File: src/rtl/intersect_seq_monitor.sv
// intersect_seq_monitor: multi-channel checker for
//   trigger |-> (##[A_MIN:A_MAX] a) intersect (b ##[S_MIN:S_MAX] stop)
// Every attempt is tracked as its own thread in a per-channel pending vector
// indexed by attempt age. Pass/fail pulses are registered, and the debug
// counters saturate.
// Optional feature macro: INTERSECT_SEQ_MONITOR_LEN_EN (enables last_len_o).
module intersect_seq_monitor #(
    parameter int NCH    = 4,
    parameter int A_MIN  = 1,
    parameter int A_MAX  = 2,
    parameter int S_MIN  = 2,
    parameter int S_MAX  = 3,
    parameter int NONOVL = 1,
    parameter int CNT_W  = 16
) (
    input  logic               clk,
    input  logic               rst_n,
    input  logic               clear_i,
    input  logic [NCH-1:0]     start_i,
    input  logic [NCH-1:0]     a_i,
    input  logic [NCH-1:0]     b_i,
    input  logic [NCH-1:0]     stop_i,
    output logic [NCH-1:0]     pass_o,
    output logic [NCH-1:0]     fail_o,
    output logic [NCH-1:0]     busy_o,
    output logic [NCH*CNT_W-1:0] pass_cnt_o,
    output logic [NCH*CNT_W-1:0] fail_cnt_o,
    output logic [NCH*8-1:0]   last_len_o
);

    // The match window is the overlap of the a-delay range and the b-to-stop
    // range, because a and stop must land on the same cycle.
    localparam int L = (A_MIN > S_MIN) ? A_MIN : S_MIN;
    localparam int H = (A_MAX < S_MAX) ? A_MAX : S_MAX;

    if (L > H) begin : g_badWindow
        $error("intersect_seq_monitor: empty window, max(A_MIN,S_MIN) > min(A_MAX,S_MAX)");
    end

    for (genvar c = 0; c < NCH; c++) begin : g_ch
        logic             r_startQ;
        logic             r_anchorQ;
        logic             r_pass;
        logic             r_fail;
        logic [H:1]       r_pend;
        logic [CNT_W-1:0] r_passCnt;
        logic [CNT_W-1:0] r_failCnt;

        logic             w_trig;
        logic             w_anchor;
        logic             w_hit;
        logic [H:1]       w_pendNext;
        logic [7:0]       w_passNum;
        logic [7:0]       w_failNum;
        logic [CNT_W+7:0] w_passSum;
        logic [CNT_W+7:0] w_failSum;
`ifdef INTERSECT_SEQ_MONITOR_LEN_EN
        logic [7:0]       r_lastLen;
        logic [7:0]       w_lenNext;
`endif

        assign w_trig   = start_i[c] & ~r_startQ;
        assign w_anchor = (NONOVL != 0) ? r_anchorQ : w_trig;
        assign w_hit    = a_i[c] & stop_i[c];

        // Resolve every pending thread this cycle: count passes and fails and
        // age the survivors by one slot.
        always_comb begin
            w_passNum     = 8'd0;
            w_pendNext    = '0;
            w_pendNext[1] = w_anchor & b_i[c];
`ifdef INTERSECT_SEQ_MONITOR_LEN_EN
            w_lenNext     = 8'd0;
`endif
            for (int k = L; k <= H; k++) begin
                if (r_pend[k] && w_hit) begin
                    w_passNum = w_passNum + 8'd1;
`ifdef INTERSECT_SEQ_MONITOR_LEN_EN
                    w_lenNext = 8'(k);
`endif
                end
            end
            for (int k = 2; k <= H; k++) begin
                w_pendNext[k] = r_pend[k-1] & ~(((k - 1) >= L) && w_hit);
            end
            w_failNum = {7'd0, w_anchor & ~b_i[c]} + {7'd0, r_pend[H] & ~w_hit};
            w_passSum = {8'd0, r_passCnt} + {{CNT_W{1'b0}}, w_passNum};
            w_failSum = {8'd0, r_failCnt} + {{CNT_W{1'b0}}, w_failNum};
        end

        // Edge-detect history for the trigger; clear_i does not touch it, so a
        // level held across a clear does not re-trigger.
        always_ff @(posedge clk or negedge rst_n) begin
            if (!rst_n) begin
                r_startQ <= 1'b0;
            end else begin
                r_startQ <= start_i[c];
            end
        end

        // Thread state, result pulses and saturating counters.
        always_ff @(posedge clk or negedge rst_n) begin
            if (!rst_n) begin
                r_anchorQ <= 1'b0;
                r_pend    <= '0;
                r_pass    <= 1'b0;
                r_fail    <= 1'b0;
                r_passCnt <= '0;
                r_failCnt <= '0;
            end else if (clear_i) begin
                r_anchorQ <= 1'b0;
                r_pend    <= '0;
                r_pass    <= 1'b0;
                r_fail    <= 1'b0;
                r_passCnt <= '0;
                r_failCnt <= '0;
            end else begin
                r_anchorQ <= (NONOVL != 0) ? w_trig : 1'b0;
                r_pend    <= w_pendNext;
                r_pass    <= (w_passNum != 8'd0);
                r_fail    <= (w_failNum != 8'd0);
                if (w_passSum[CNT_W+7:CNT_W] != 8'd0) begin
                    r_passCnt <= '1;
                end else begin
                    r_passCnt <= w_passSum[CNT_W-1:0];
                end
                if (w_failSum[CNT_W+7:CNT_W] != 8'd0) begin
                    r_failCnt <= '1;
                end else begin
                    r_failCnt <= w_failSum[CNT_W-1:0];
                end
            end
        end

`ifdef INTERSECT_SEQ_MONITOR_LEN_EN
        // Capture the age of the oldest attempt that passed this cycle.
        always_ff @(posedge clk or negedge rst_n) begin
            if (!rst_n) begin
                r_lastLen <= 8'd0;
            end else if (clear_i) begin
                r_lastLen <= 8'd0;
            end else if (w_passNum != 8'd0) begin
                r_lastLen <= w_lenNext;
            end
        end
        assign last_len_o[c*8 +: 8] = r_lastLen;
`else
        assign last_len_o[c*8 +: 8] = 8'd0;
`endif

        assign pass_o[c]                  = r_pass;
        assign fail_o[c]                  = r_fail;
        assign busy_o[c]                  = (|r_pend) | r_anchorQ;
        assign pass_cnt_o[c*CNT_W +: CNT_W] = r_passCnt;
        assign fail_cnt_o[c*CNT_W +: CNT_W] = r_failCnt;
    end

endmodule
File: config.mk
export PLATFORM = sky130hd
export DESIGN_NAME = intersect_seq_monitor
export DESIGN_NICKNAME = d
export VERILOG_FILES = /design/src/rtl/intersect_seq_monitor.sv
export SDC_FILE = /design/constraint.sdc
export NUM_CORES = 1
export LEC_CHECK = 0
export ABC_CLOCK_PERIOD_IN_PS = 2850
export CORE_MARGIN = 2
export CORE_UTILIZATION = 50
export CTS_BUF_LIST = sky130_fd_sc_hd__clkbuf_16
export DETAILED_ROUTE_END_ITERATION = 10
export PLACE_DENSITY = 0.81
export SYNTH_ARGS = -nofsm -noshare
export SYNTH_HDL_FRONTEND = slang
export SYNTH_SLANG_ARGS = --single-unit
File: constraint.sdc
create_clock -name clk -period 2.85 [get_ports clk]
set_input_delay 0.57 -clock clk [delete_from_list [all_inputs] [get_ports clk]]
set_output_delay 0.57 -clock clk [all_outputs]
set_load 0.01 [all_outputs]
### Word-level counts from Yosys, hierarchy flattened

Index checks and enable logic that the tools add are counted.

| cells by class | value |
|---|---|
| $add $sub $neg | 12 |
| mux-type cells | 36 |
| bitwise logic cells | 36 |
| reduce and logical (&&, ||, !) cells | 24 |

Operators by type and width:

| cell | number |
|---|---|
| 16-bit two-way mux | 16 |
| 8-bit nonzero test | 16 |
| 16-bit by 2-bit adder with 17-bit output | 4 |
| 16-bit by 8-bit adder with 17-bit output | 3 |
| 1-bit AND | 20 |
| 16-bit by 1-bit adder with 17-bit output | 1 |
| 1-bit two-way mux | 16 |
| 1-bit inverter | 12 |
| 1-bit by 1-bit adder with 2-bit output | 4 |
| 2-bit two-way mux | 4 |
| 2-bit OR reduction | 4 |
| 1-bit logical AND | 4 |
| 1-bit bitwise OR | 4 |

| storage, ports and cells | value |
|---|---|
| register bits after elaboration | 152 |
| bits of input ports | 19 |
| output and inout port bits | 172 |
| logic and storage cells | 136 |

### Depth between registers and ports, before layout

Gate-level depths: netlist of run 1.

| logic depth | value |
|---|---|
| depth in word-level cells | 8 |
| mapped depth | 12 |
| mapped depth without buffers | 11 |

### Worst setup path after synthesis of run 1

OpenSTA, ideal clock, no wires.

| path | value |
|---|---|
| path type | input to register |
| start | in a_i[0] |
| end | reg g_ch[0].r_failCnt[13] |
| setup time | 0.082 ns |
| arrival time | 2.749 ns |
| data required time | 2.768 ns |
| setup slack | 0.019 ns |
| stages on the path | 12 |
| buffers on the path | 2 |
| cells stage by stage | nand2_1 nand2_1 inv_1 ha_1 ha_1 inv_1 fa_1 nand3b_1 or4_1 buf_2 buf_6 a31oi_1 |

| on the way | value |
|---|---|
| cells in the longest elaborated chain, start to end | 8 |

RTL lines:

| what | line | source |
|---|---|---|
| start: declaration | 20 | `input logic [NCH-1:0] a_i,` |
| 1-bit AND * | 64 | `assign w_hit = a_i[c] & stop_i[c];` |
| 1-bit inverter * | 86 | `w_failNum = {7'd0, w_anchor & ~b_i[c]} + {7'd0, r_pend[H] & ~w_hit};` |
| 1-bit AND * | 86 |  |
| 1-bit by 1-bit adder with 2-bit output * | 86 |  |
| 16-bit by 2-bit adder with 17-bit output * | 88 | `w_failSum = {8'd0, r_failCnt} + {{CNT_W{1'b0}}, w_failNum};` |
| 8-bit nonzero test | 127 | `if (w_failSum[CNT_W+7:CNT_W] != 8'd0) begin` |
| 16-bit two-way mux * | 127 |  |
| 16-bit two-way mux * | 110 | `end else if (clear_i) begin` |
| end signal: assignment | 130 | `r_failCnt <= w_failSum[CNT_W-1:0];` |
| end: declaration | 47 | `logic [CNT_W-1:0] r_failCnt;` |

Mark *: on every way between the ends. The rest lies on a longest branch, timed or not.

### Worst setup path in the final report of run 1

| path | value |
|---|---|
| start | in a_i[1] |
| end | reg g_ch[1].r_failCnt[13] |

| on the way | value |
|---|---|
| cells in the longest elaborated chain, start to end | 8 |

RTL lines:

| what | line |
|---|---|
| 1-bit AND * | 64 |
| 1-bit inverter * | 86 |
| 1-bit AND * | 86 |
| 1-bit by 1-bit adder with 2-bit output * | 86 |
| 16-bit by 2-bit adder with 17-bit output * | 88 |
| 8-bit nonzero test | 127 |
| 16-bit two-way mux * | 127 |
| 16-bit two-way mux * | 110 |
| end signal: assignment | 130 |
| end: declaration | 47 |

Marked as above.

==> results_dict.tcl, run 1 <==
set metrics [dict create \
    status "complete, no violations" \
    finalClockSkew_ns 0.00852 \
    numCtsBuffers 17 \
    synth_top_cell_by_area "dfrtp_1" \
    antenna_found_initial 0 \
    setup_viol 0 \
    synth_edf_count 0 \
    globalplace.congestion 0.860 \
    n_fill_cell 1175 \
    synthCells 803 \
    irDropWorstVdd_mv 0.401 \
    crit_arrival_ns 3.13 \
    syn_to_final_growth_pct 34.5 \
    cts_sinks 152 \
    drt-wirelength-per-cell_um 15.6 \
    drv_cap 0 \
    antennaDiodeCount 0 \
    dp_hpwl_um 13300 \
    die_y_um 130 \
    drt-total-wl_um 19200 \
    clock_latency_ns 0.42 \
    leakagePower_uw 0.00444 \
    start_util 0.516 \
    grtUsageMet3 0.0439 \
    htreeDepth 4 \
    ant_nets 0 \
    drt_pass1_iterations 4 \
    timing.slew.headroom 0.571 \
    crit_type "input port to register" \
    root_buffer "clkbuf_16" \
    fin_nets 1056 \
    die_area_mm2 0.0168 \
    power_density_mw_per_mm2 429 \
    max_clock_freq_ghz 0.358 \
    holdCritPathClass "input port to asynchronous set/reset pin" \
    ys_types 51 \
    synthArstFlopShare 1.00 \
    endpoint_kind "register" \
    core_mm2 0.0153 \
    initialDrtViolationCount 433 \
    grt_max_degree 64 \
    portBuffers 158 \
    ys_ff_latch 152 \
    maxSlewViolCount 0 \
    worstPathMaxFanout 3 \
    dr_total_vias 6746 \
    drive_above_1_share 0.127 \
    worst_setup_path_start_kind "input port" \
    cp_slowest_stage_delay_ns 0.47 \
    final.setup.tns_ns 0 \
    drc 0 \
    fin_crit_sh 0.979 \
    period_minus_slack_ns 2.79 \
    cts_tree "built" \
    hold_violations 0 \
    grt_use_total 0.232 \
    cpMostUsedCell "ha_4" \
    whs_ns 0.124 \
    clkTransAtPathRegs_ns 0.06 \
    ioPinCount 191 \
    required_ns 3.19 \
    post_drt_via_cell_ratio 5.48 \
    syn_area_mm2 0.00790 \
    grt_use_met2 0.367 \
    synthTopCellsByArea "dfrtp_1 (48%), a21oi_1 (6.7%), xnor2_1 (6.1%), buf_4 (3.8%), ha_1 (3.8%)" \
    seq_area_frac_synth 0.481 \
    netlist_top_cells_count "dfrtp_1 (152), a21oi_1 (106), xnor2_1 (55), inv_1 (46), nand2_1 (46)" \
    crit_slowest_cell "clkdlybuf4s50_1" \
    die_w_um 130 \
    yosysWarnings 0 \
    overflow 0 \
    grt_pass1_wl_um 31200 \
    grt_util_met1 0.324 \
    crit_chain "clkdlybuf4s50_1, nand2_1, nand2_2, inv_2, ha_4, ha_4, inv_1, fa_2, and3b_1, nand4_1, or3_4, buf_4, a31oi_2" \
    rows 45 \
    yosysMostFrequentCell "dfrtp_1" \
    hold_buffers 0 \
    worstMarginPinSlew_ns 0.643 \
    placed_area_mm2 0.00991 \
    synth.top_cell.area_share 0.481 \
    synth-main-ff-cell "dfrtp_1" \
    top_usage_layer "met2" \
    grt_pass1_vias 6355 \
    synth_area_per_cell_um2 9.84 \
    clockBufferDepth 2 \
    fin_area_mm2 0.0106 \
]
==> power breakdown <==
part           internal [µW]  switching (µW)
registers               2170            6.32
clock network           1350             852
logic                   56.6             124
total                   3570             982
==> registers in the layout, indices dropped and copies added, names as in the netlist <==
signal and count:
g_ch.r_anchorQ 4, g_ch.r_startQ 4, g_ch.r_pend 8, g_ch.r_failCnt 64, g_ch.r_pass 4, g_ch.r_passCnt 64
g_ch.r_fail 4
==> worst paths after layout <==
path                                        start               endpoint  slack (ns)  cells past startpoint
worst max-delay path                       a_i[1]  g_ch[1].r_failCnt[13]        0.06                     13
worst min-delay path                        rst_n   g_ch[2].r_passCnt[9]        0.12                      1
worst max register to register  g_ch[1].r_anchorQ  g_ch[1].r_failCnt[13]        0.32                     10
worst min register to register   g_ch[1].r_startQ      g_ch[1].r_anchorQ        0.40                      1
max in group asynchronous                   rst_n  g_ch[1].r_passCnt[13]        1.97                      2
min in group clk                 g_ch[1].r_startQ      g_ch[1].r_anchorQ        0.40                      1
==> cell type report <==
class	instances	area, µm²	area share
multi-input cells	568	3720	0.350
flip-flops and latches	152	3800	0.358
clock buffers	17	425	0.0400
well taps	211	264	0.0248
clock inverters	13	141	0.0133
inverters	46	173	0.0162
repair buffers	224	2100	0.198
==> cells in the final DEF, fill, tap and decap left out, types with 8 or more instances in the layout <==
master | Yosys | routed
nor2b_1 | 14 | 14
inv_1 | 46 | 48
dfrtp_1 | 152 | 152
conb_1 | 1 | 32
xor2_1 | 22 | 22
clkbuf_16 | 0 | 17
a21oi_1 | 106 | 104
buf_4 | 40 | 63
ha_1 | 24 | 19
nor4_1 | 17 | 15
nand2_1 | 46 | 42
nor3_1 | 34 | 33
nor2_1 | 33 | 33
a31oi_1 | 16 | 15
and3_1 | 21 | 21
nand3_1 | 42 | 41
or3_1 | 9 | 8
clkdlybuf4s50_1 | 0 | 154
xnor2_1 | 55 | 55
and4_1 | 8 | 8
nand4_1 | 16 | 16
==> through the flow <==
stage	std cells	setup WS [ns]	power (µW)	util
2_1_floorplan	834	0.0187	2320	-
3_3_place_gp	1196	-0.455	2390	0.647
3_5_place_dp	1196	-0.518	2400	0.647
4_1_cts	1227	0.00212	4590	0.686
5_1_grt	1231	-0.0105	4710	0.694
6_report	1231	0.0602	4560	0.694
==> timing repair <==
action                     in CTS  in global routing
buffers inserted                1                  4
cloned                          0                  0
gates resized for setup         8                 21
pin swaps                       1                  9
setup endpoints to repair      24                 56
==> worst max-delay path, delay by kind of cell <==
family,cells,cell delay [ns]
fa+ha+maj,3,0.72
compound gates,1,0.18
buf+inv,4,0.73
simple gates,5,0.92
==> cells by family (layout without fill, tap and decap cells) <==
group	after synthesis	after routing	share of synthesized area
AO/OA/AOI/OAI	157	157	0.115
adder cells (fa/ha/maj)	28	28	0.0481
other	1	32	0.000475
AND/OR/NAND/NOR	274	274	0.194
flip-flops	152	152	0.481
XOR/XNOR	77	77	0.0854
buffers and inverters	114	300	0.0752
==> routing by layer <==
layer  vias up  wire length, µm
met5         -                0
met4         0              293
met3        23              967
met2       211             9270
met1      3333             8660
li1       3179                -
Note: power is estimated with default switching activity, not from simulation.
==> inputs of run 2 (changes only) <==
--- a/config.mk
+++ b/config.mk
@@ -5,12 +5,14 @@
 export SDC_FILE = /design/constraint.sdc
 export NUM_CORES = 1
 export LEC_CHECK = 0
+export ABC_AREA = 1
 export ABC_CLOCK_PERIOD_IN_PS = 2850
 export CORE_MARGIN = 2
 export CORE_UTILIZATION = 50
 export CTS_BUF_LIST = sky130_fd_sc_hd__clkbuf_16
 export DETAILED_ROUTE_END_ITERATION = 10
-export PLACE_DENSITY = 0.81
+export GPL_TIMING_DRIVEN = 0
+export PLACE_DENSITY = 0.79
 export SYNTH_ARGS = -nofsm -noshare
 export SYNTH_HDL_FRONTEND = slang
 export SYNTH_SLANG_ARGS = --single-unit
==> results_dict.tcl, run 2 <==
set metrics [dict create \
    status "complete, no violations" \
    leakagePower_uw 0.00535 \
    die_w_um 136 \
    largest_registers "g_ch.r_failCnt x64, g_ch.r_passCnt x64, g_ch.r_pend x8" \
    cp_slowest_stage_delay_ns 0.49 \
    synth_top_cell_by_area "dfrtp_1" \
    finalPower_uw 4900 \
    ioPinCount 191 \
    crit_arrival_ns 3.05 \
    hold_buffers 0 \
    clockBufferDepth 2 \
    grt_use_met2 0.406 \
    max_clock_freq_ghz 0.369 \
    startpoint "a_i[2]" \
    dr_total_vias 7872 \
    synth.top_cell.area_share 0.434 \
    root_buffer "clkbuf_16" \
    worst_setup_path_start_kind "input port" \
    globalplace.congestion 0.893 \
    overflow 0 \
    drt-total-wl_um 22500 \
    initialDrtViolationCount 590 \
    post_drt_via_cell_ratio 5.05 \
    endpoint_kind "register" \
    required_ns 3.19 \
    die_area_mm2 0.0186 \
    period_minus_slack_ns 2.71 \
    grt_pass1_vias 7439 \
    synth-main-ff-cell "dfrtp_1" \
    synthTopCellsByArea "dfrtp_1 (43%), nand2_1 (11%), inv_1 (7.2%), nand3_1 (5.0%), nor2_1 (4.8%)" \
    fin_crit_sh 0.950 \
    power_density_mw_per_mm2 428 \
    pre_cts_slack_ns -0.241 \
    holdCritPathClass "input port to asynchronous set/reset pin" \
    drc 0 \
    seq_area_frac_synth 0.434 \
    drive_above_1_share 0.0863 \
    syn_area_mm2 0.00877 \
    grtUsageMet3 0.0511 \
    grt_use_total 0.248 \
    cts_tree "built" \
    grt_pass1_wl_um 36100 \
    layout_commonest_cell "nand2_1" \
    finalClockSkew_ns 0.00654 \
    hold_violations 0 \
    synthCells 1110 \
    crit_slowest_cell "clkdlybuf4s50_1" \
    grt_util_met1 0.321 \
    syn_to_final_growth_pct 30.5 \
    top_usage_layer "met2" \
    timing.slew.headroom 0.445 \
    n_fill_cell 1433 \
    yosysMostFrequentCell "nand2_1" \
    clock_latency_ns 0.43 \
    cts_sinks 152 \
    final_core_util 0.664 \
    portBuffers 157 \
    ys_types 38 \
    drv_cap 0 \
    grt_max_degree 99 \
    irDropWorstVdd_mv 0.454 \
    clkTransAtPathRegs_ns 0.06 \
    ant_nets 0 \
    antenna_found_initial 1 \
    synth_edf_count 0 \
    final.setup.tns_ns 0 \
    antennaDiodeCount 0 \
    setup_viol 0 \
    synthArstFlopShare 1.00 \
    yosysWarnings 0 \
    netlist_top_cells_count "nand2_1 (247), inv_1 (169), dfrtp_1 (152), nor2_1 (112), nand3_1 (88)" \
    drt_pass1_iterations 8 \
    maxSlewViolCount 0 \
    core_mm2 0.0172 \
    fin_nets 1367 \
    start_util 0.509 \
    htreeDepth 4 \
    drt-wirelength-per-cell_um 14.4 \
    rows 48 \
    synth_area_per_cell_um2 7.90 \
    ys_ff_latch 152 \
    crit_type "input port to register" \
    numCtsBuffers 17 \
    crit_chain "clkdlybuf4s50_1, a21oi_1, ha_1, ha_1, inv_1, fa_1, inv_1, nand2_1, nor2_4, nand4_1, buf_2, a21oi_1" \
    die_y_um 136 \
    reg2reg_from "g_ch[2].r_pend[2]" \
    r2r_cells 12 \
    worstMarginPinSlew_ns 0.832 \
    worstPathMaxFanout 5 \
    dp_hpwl_um 16200 \
    layout.cells.most_common_list "nand2_1 (247), inv_1 (169), clkdlybuf4s50_1 (156)" \
    layout_setup_ws_ns 0.143 \
]
## run 2: cell count changes after synthesis, moves of 13 or more
cell and delta:
nor3_1 -19, nand2_1 +201, and3_1 -20, inv_1 +123, nor2_1 +79, nor4_1 -13, a21oi_1 -27, nor2b_1 -14
xnor2_1 -36, o21ai_0 +26, xor2_1 +14, nand3_1 +46
## run 2: power by group
| part | switching (µW) | leakage [µW] | internal, µW | total [µW] |
|---|---|---|---|---|
| registers | 4.80 | 0.00211 | 2170 | 2170 |
| logic | 147 | 0.00293 | 85.5 | 233 |
| clock network | 935 | 0.000307 | 1560 | 2490 |
## run 2: critical path, delay by kind of cell
family / cells / cell delay [ns]
AOI/OAI and AO/OA: 2 / 0.25
and+or+nand+nor: 3 / 0.46
adders and majority gates: 3 / 0.86
buffers and inverters: 4 / 0.91
## run 2: final timing paths
kind | to | slack, ns
min | g_ch[1].r_failCnt[14] | 0.1
max in group asynchronous | g_ch[2].r_pass | 1.89
min in group clk | g_ch[3].r_anchorQ | 0.40
max | g_ch[2].r_failCnt[2] | 0.14
min reg2reg | g_ch[3].r_anchorQ | 0.40
max reg2reg | g_ch[2].r_failCnt[2] | 0.35
## run 2: repair_timing
action                                  4_1_cts  5_1_grt
buffers inserted                              0        1
resized for setup                             0        1
endpoints found under the setup margin        0        2
## run 2: logic make-up after synthesis
family	after synthesis	share of synthesized area
compound gates	120	0.0708
other cells	1	0.000428
xor+xnor	55	0.0549
simple gates	522	0.273
fa+ha+maj	28	0.0434
buf+inv	232	0.123
flops	152	0.434
## run 2: cell type report
type	instances	area, µm²	share of cell area
Tap cell	225	282	0.0246
Clock inverter	15	225	0.0197
Sequential cell	152	3800	0.333
Buffer	63	447	0.0391
Clock buffer	17	425	0.0372
Multi-Input combinational cell	757	4010	0.350
Inverter	169	634	0.0555
Timing Repair Buffer	160	1610	0.141
## run 2: per-stage QoR
| step | cells | cell area [µm²] | hold slack, ns |
|---|---|---|---|
| floorplan | 1141 | 8880 | 0.274 |
| global placement | 1523 | 10700 | 0.387 |
| detailed placement | 1524 | 10800 | 0.393 |
| CTS | 1556 | 11400 | 0.107 |
| global route | 1558 | 11400 | 0.129 |
| finish | 1558 | 11400 | 0.0969 |
## run 2: per-layer routing
layer  wire length [µm]  vias up
met5                  0        -
met4                644        0
met3               1330       43
met2              10900      280
met1               9580     3683
li1                   -     3866
==> inputs of run 3 (changes only) <==
--- a/config.mk
+++ b/config.mk
@@ -8,11 +8,11 @@
 export ABC_AREA = 1
 export ABC_CLOCK_PERIOD_IN_PS = 2850
 export CORE_MARGIN = 2
-export CORE_UTILIZATION = 50
+export CORE_UTILIZATION = 52
 export CTS_BUF_LIST = sky130_fd_sc_hd__clkbuf_16
 export DETAILED_ROUTE_END_ITERATION = 10
 export GPL_TIMING_DRIVEN = 0
-export PLACE_DENSITY = 0.79
+export PLACE_DENSITY = 0.82
 export SYNTH_ARGS = -nofsm -noshare
 export SYNTH_HDL_FRONTEND = slang
 export SYNTH_SLANG_ARGS = --single-unit
==> results_dict.tcl, run 3 (synthesis gave the netlist of run 2 again) <==
set metrics [dict create \
    largest_registers "g_ch.r_failCnt x64, g_ch.r_passCnt x64, g_ch.r_pend x8" \
    grt_use_met2 0.428 \
    core_mm2 0.0165 \
    startpoint "a_i[2]" \
    die_y_um 134 \
    ant_nets 0 \
    endpoint_kind "register" \
    syn_to_final_growth_pct 29.5 \
    crit_arrival_ns 3.03 \
    worstPathMaxFanout 10 \
    worst_setup_path_start_kind "input port" \
    globalplace.congestion 0.881 \
    holdCritPathClass "input port to asynchronous set/reset pin" \
    overflow 0 \
    cts.repair.resized 0 \
    antenna_found_initial 1 \
    rows 47 \
    layout_setup_ws_ns 0.190 \
    clkTransAtPathRegs_ns 0.06 \
    finalClockSkew_ns 0.00845 \
    ioPinCount 191 \
    grt_use_total 0.252 \
    required_ns 3.22 \
    maxSlewViolCount 0 \
    fin_crit_sh 0.933 \
    top_usage_layer "met2" \
    finalNonFillerCells 1550 \
    reg2reg_to "g_ch[2].r_failCnt[13]" \
    leakagePower_uw 0.00532 \
    r2r_cells 14 \
    drv_cap 0 \
    setup_viol 0 \
    reg2reg_from "g_ch[2].r_pend[2]" \
    drt-wirelength-per-cell_um 14.3 \
    rsz0062_at_grt "no" \
    crit_type "input port to register" \
    die_w_um 134 \
    fin_nets 1365 \
    period_minus_slack_ns 2.66 \
    htreeDepth 4 \
    status "complete, no violations" \
    dr_total_vias 7896 \
    root_buffer "clkbuf_16" \
    drc 0 \
    grtUsageMet3 0.0601 \
    start_util 0.531 \
    grt_util_met1 0.318 \
    n_fill_cell 1329 \
    placed_area_mm2 0.0108 \
    dpl.cell_count 1519 \
    endpoint "g_ch[2].r_failCnt[13]" \
    max_clock_freq_ghz 0.376 \
    dp_hpwl_um 16100 \
    irDropWorstVdd_mv 0.424 \
    timing.slew.headroom 0.428 \
    drt-total-wl_um 22200 \
    drt_pass1_iterations 6 \
    portBuffers 157 \
    die_area_mm2 0.0179 \
    layout_commonest_cell "nand2_1" \
    fin_area_mm2 0.0114 \
    drive_above_1_share 0.0842 \
    pre_cts_slack_ns -0.257 \
    whs_ns 0.137 \
    layout.cells.most_common_list "nand2_1 (247), inv_1 (170), clkdlybuf4s50_1 (156)" \
    antennaDiodeCount 0 \
    initialDrtViolationCount 599 \
    clock_latency_ns 0.43 \
    worstMarginPinSlew_ns 0.858 \
    cts_sinks 152 \
    numCtsBuffers 17 \
    hold_violations 0 \
    hold_buffers 0 \
    cts_tree "built" \
    clockBufferDepth 2 \
    power_density_mw_per_mm2 412 \
    rrSetupSlack_ns 0.38 \
    cts_setup_buffers 0 \
    grt_pass1_wl_um 36000 \
    grt_max_degree 83 \
    grt_pass1_vias 7314 \
    post_drt_via_cell_ratio 5.09 \
]
## run 3: cell count changes in the layout (fill, tap and decap cells not counted), sizes merged
cell / delta
buf: -2
inv: +1
bufinv: -2
## run 3: layout make-up
type,instances,area (µm²),share of cell area
well taps,220,275,0.0242
flip-flops and latches,152,3800,0.335
inverters,169,634,0.0559
repair buffers,158,1600,0.141
plain buffers,63,447,0.0393
multi-input cells,757,4010,0.353
clock buffers,17,425,0.0375
clock inverters,14,159,0.0140
## run 3: how the worst min path moves through the flow
stage / depth (start not counted) / slack [ns] / from / end
3_5_place_dp: 1 / 0.39 / g_ch[1].r_startQ / g_ch[1].r_anchorQ
4_1_cts: 1 / 0.18 / rst_n / g_ch[2].r_failCnt[5]
5_1_grt: 1 / 0.20 / rst_n / g_ch[1].r_failCnt[14]
2_1_floorplan: 0 / 0.27 / rst_n / g_ch[0].r_anchorQ
6_report: 1 / 0.14 / rst_n / g_ch[1].r_failCnt[13]
3_3_place_gp: 1 / 0.39 / g_ch[0].r_startQ / g_ch[0].r_anchorQ
## run 3: worst max-delay path: stages
cell and delay, ns:
clkdlybuf4s50_1 0.47, a21oi_1 0.10, ha_1 0.29, ha_1 0.17
inv_1 0.07, fa_1 0.41, inv_1 0.09, nand2_1 0.08
nor2_4 0.18, nand4_1 0.20, buf_6 0.21, nand3_1 0.08
nand2_1 0.05, inv_1 0.04
## run 3: metal layers
metal  vias to the layer above  part of all wire  wire length [µm]
met5                         -                 0                 0
li1                       3868                 -                 -
met3                        37             0.072              1600
met2                       267              0.49             11000
met1                      3724              0.42              9240
met4                         0             0.019               421
## run 3: report_power, final
group	switching [µW]	internal [µW]	leakage, µW
registers	4.66	2170	0.00211
clock network	904	1360	0.000286
logic	146	85.4	0.00292
## run 3: stage by stage
step / TNS [ns] / total power [µW] / utilization
detailed placement: -8.46 / 2450 / 0.651
finish: 0 / 4670 / 0.687
global route: 0 / 4830 / 0.687
CTS: 0 / 4710 / 0.686
global placement: -771.71 / 2440 / 0.649
floorplan: 0 / 2320 / -
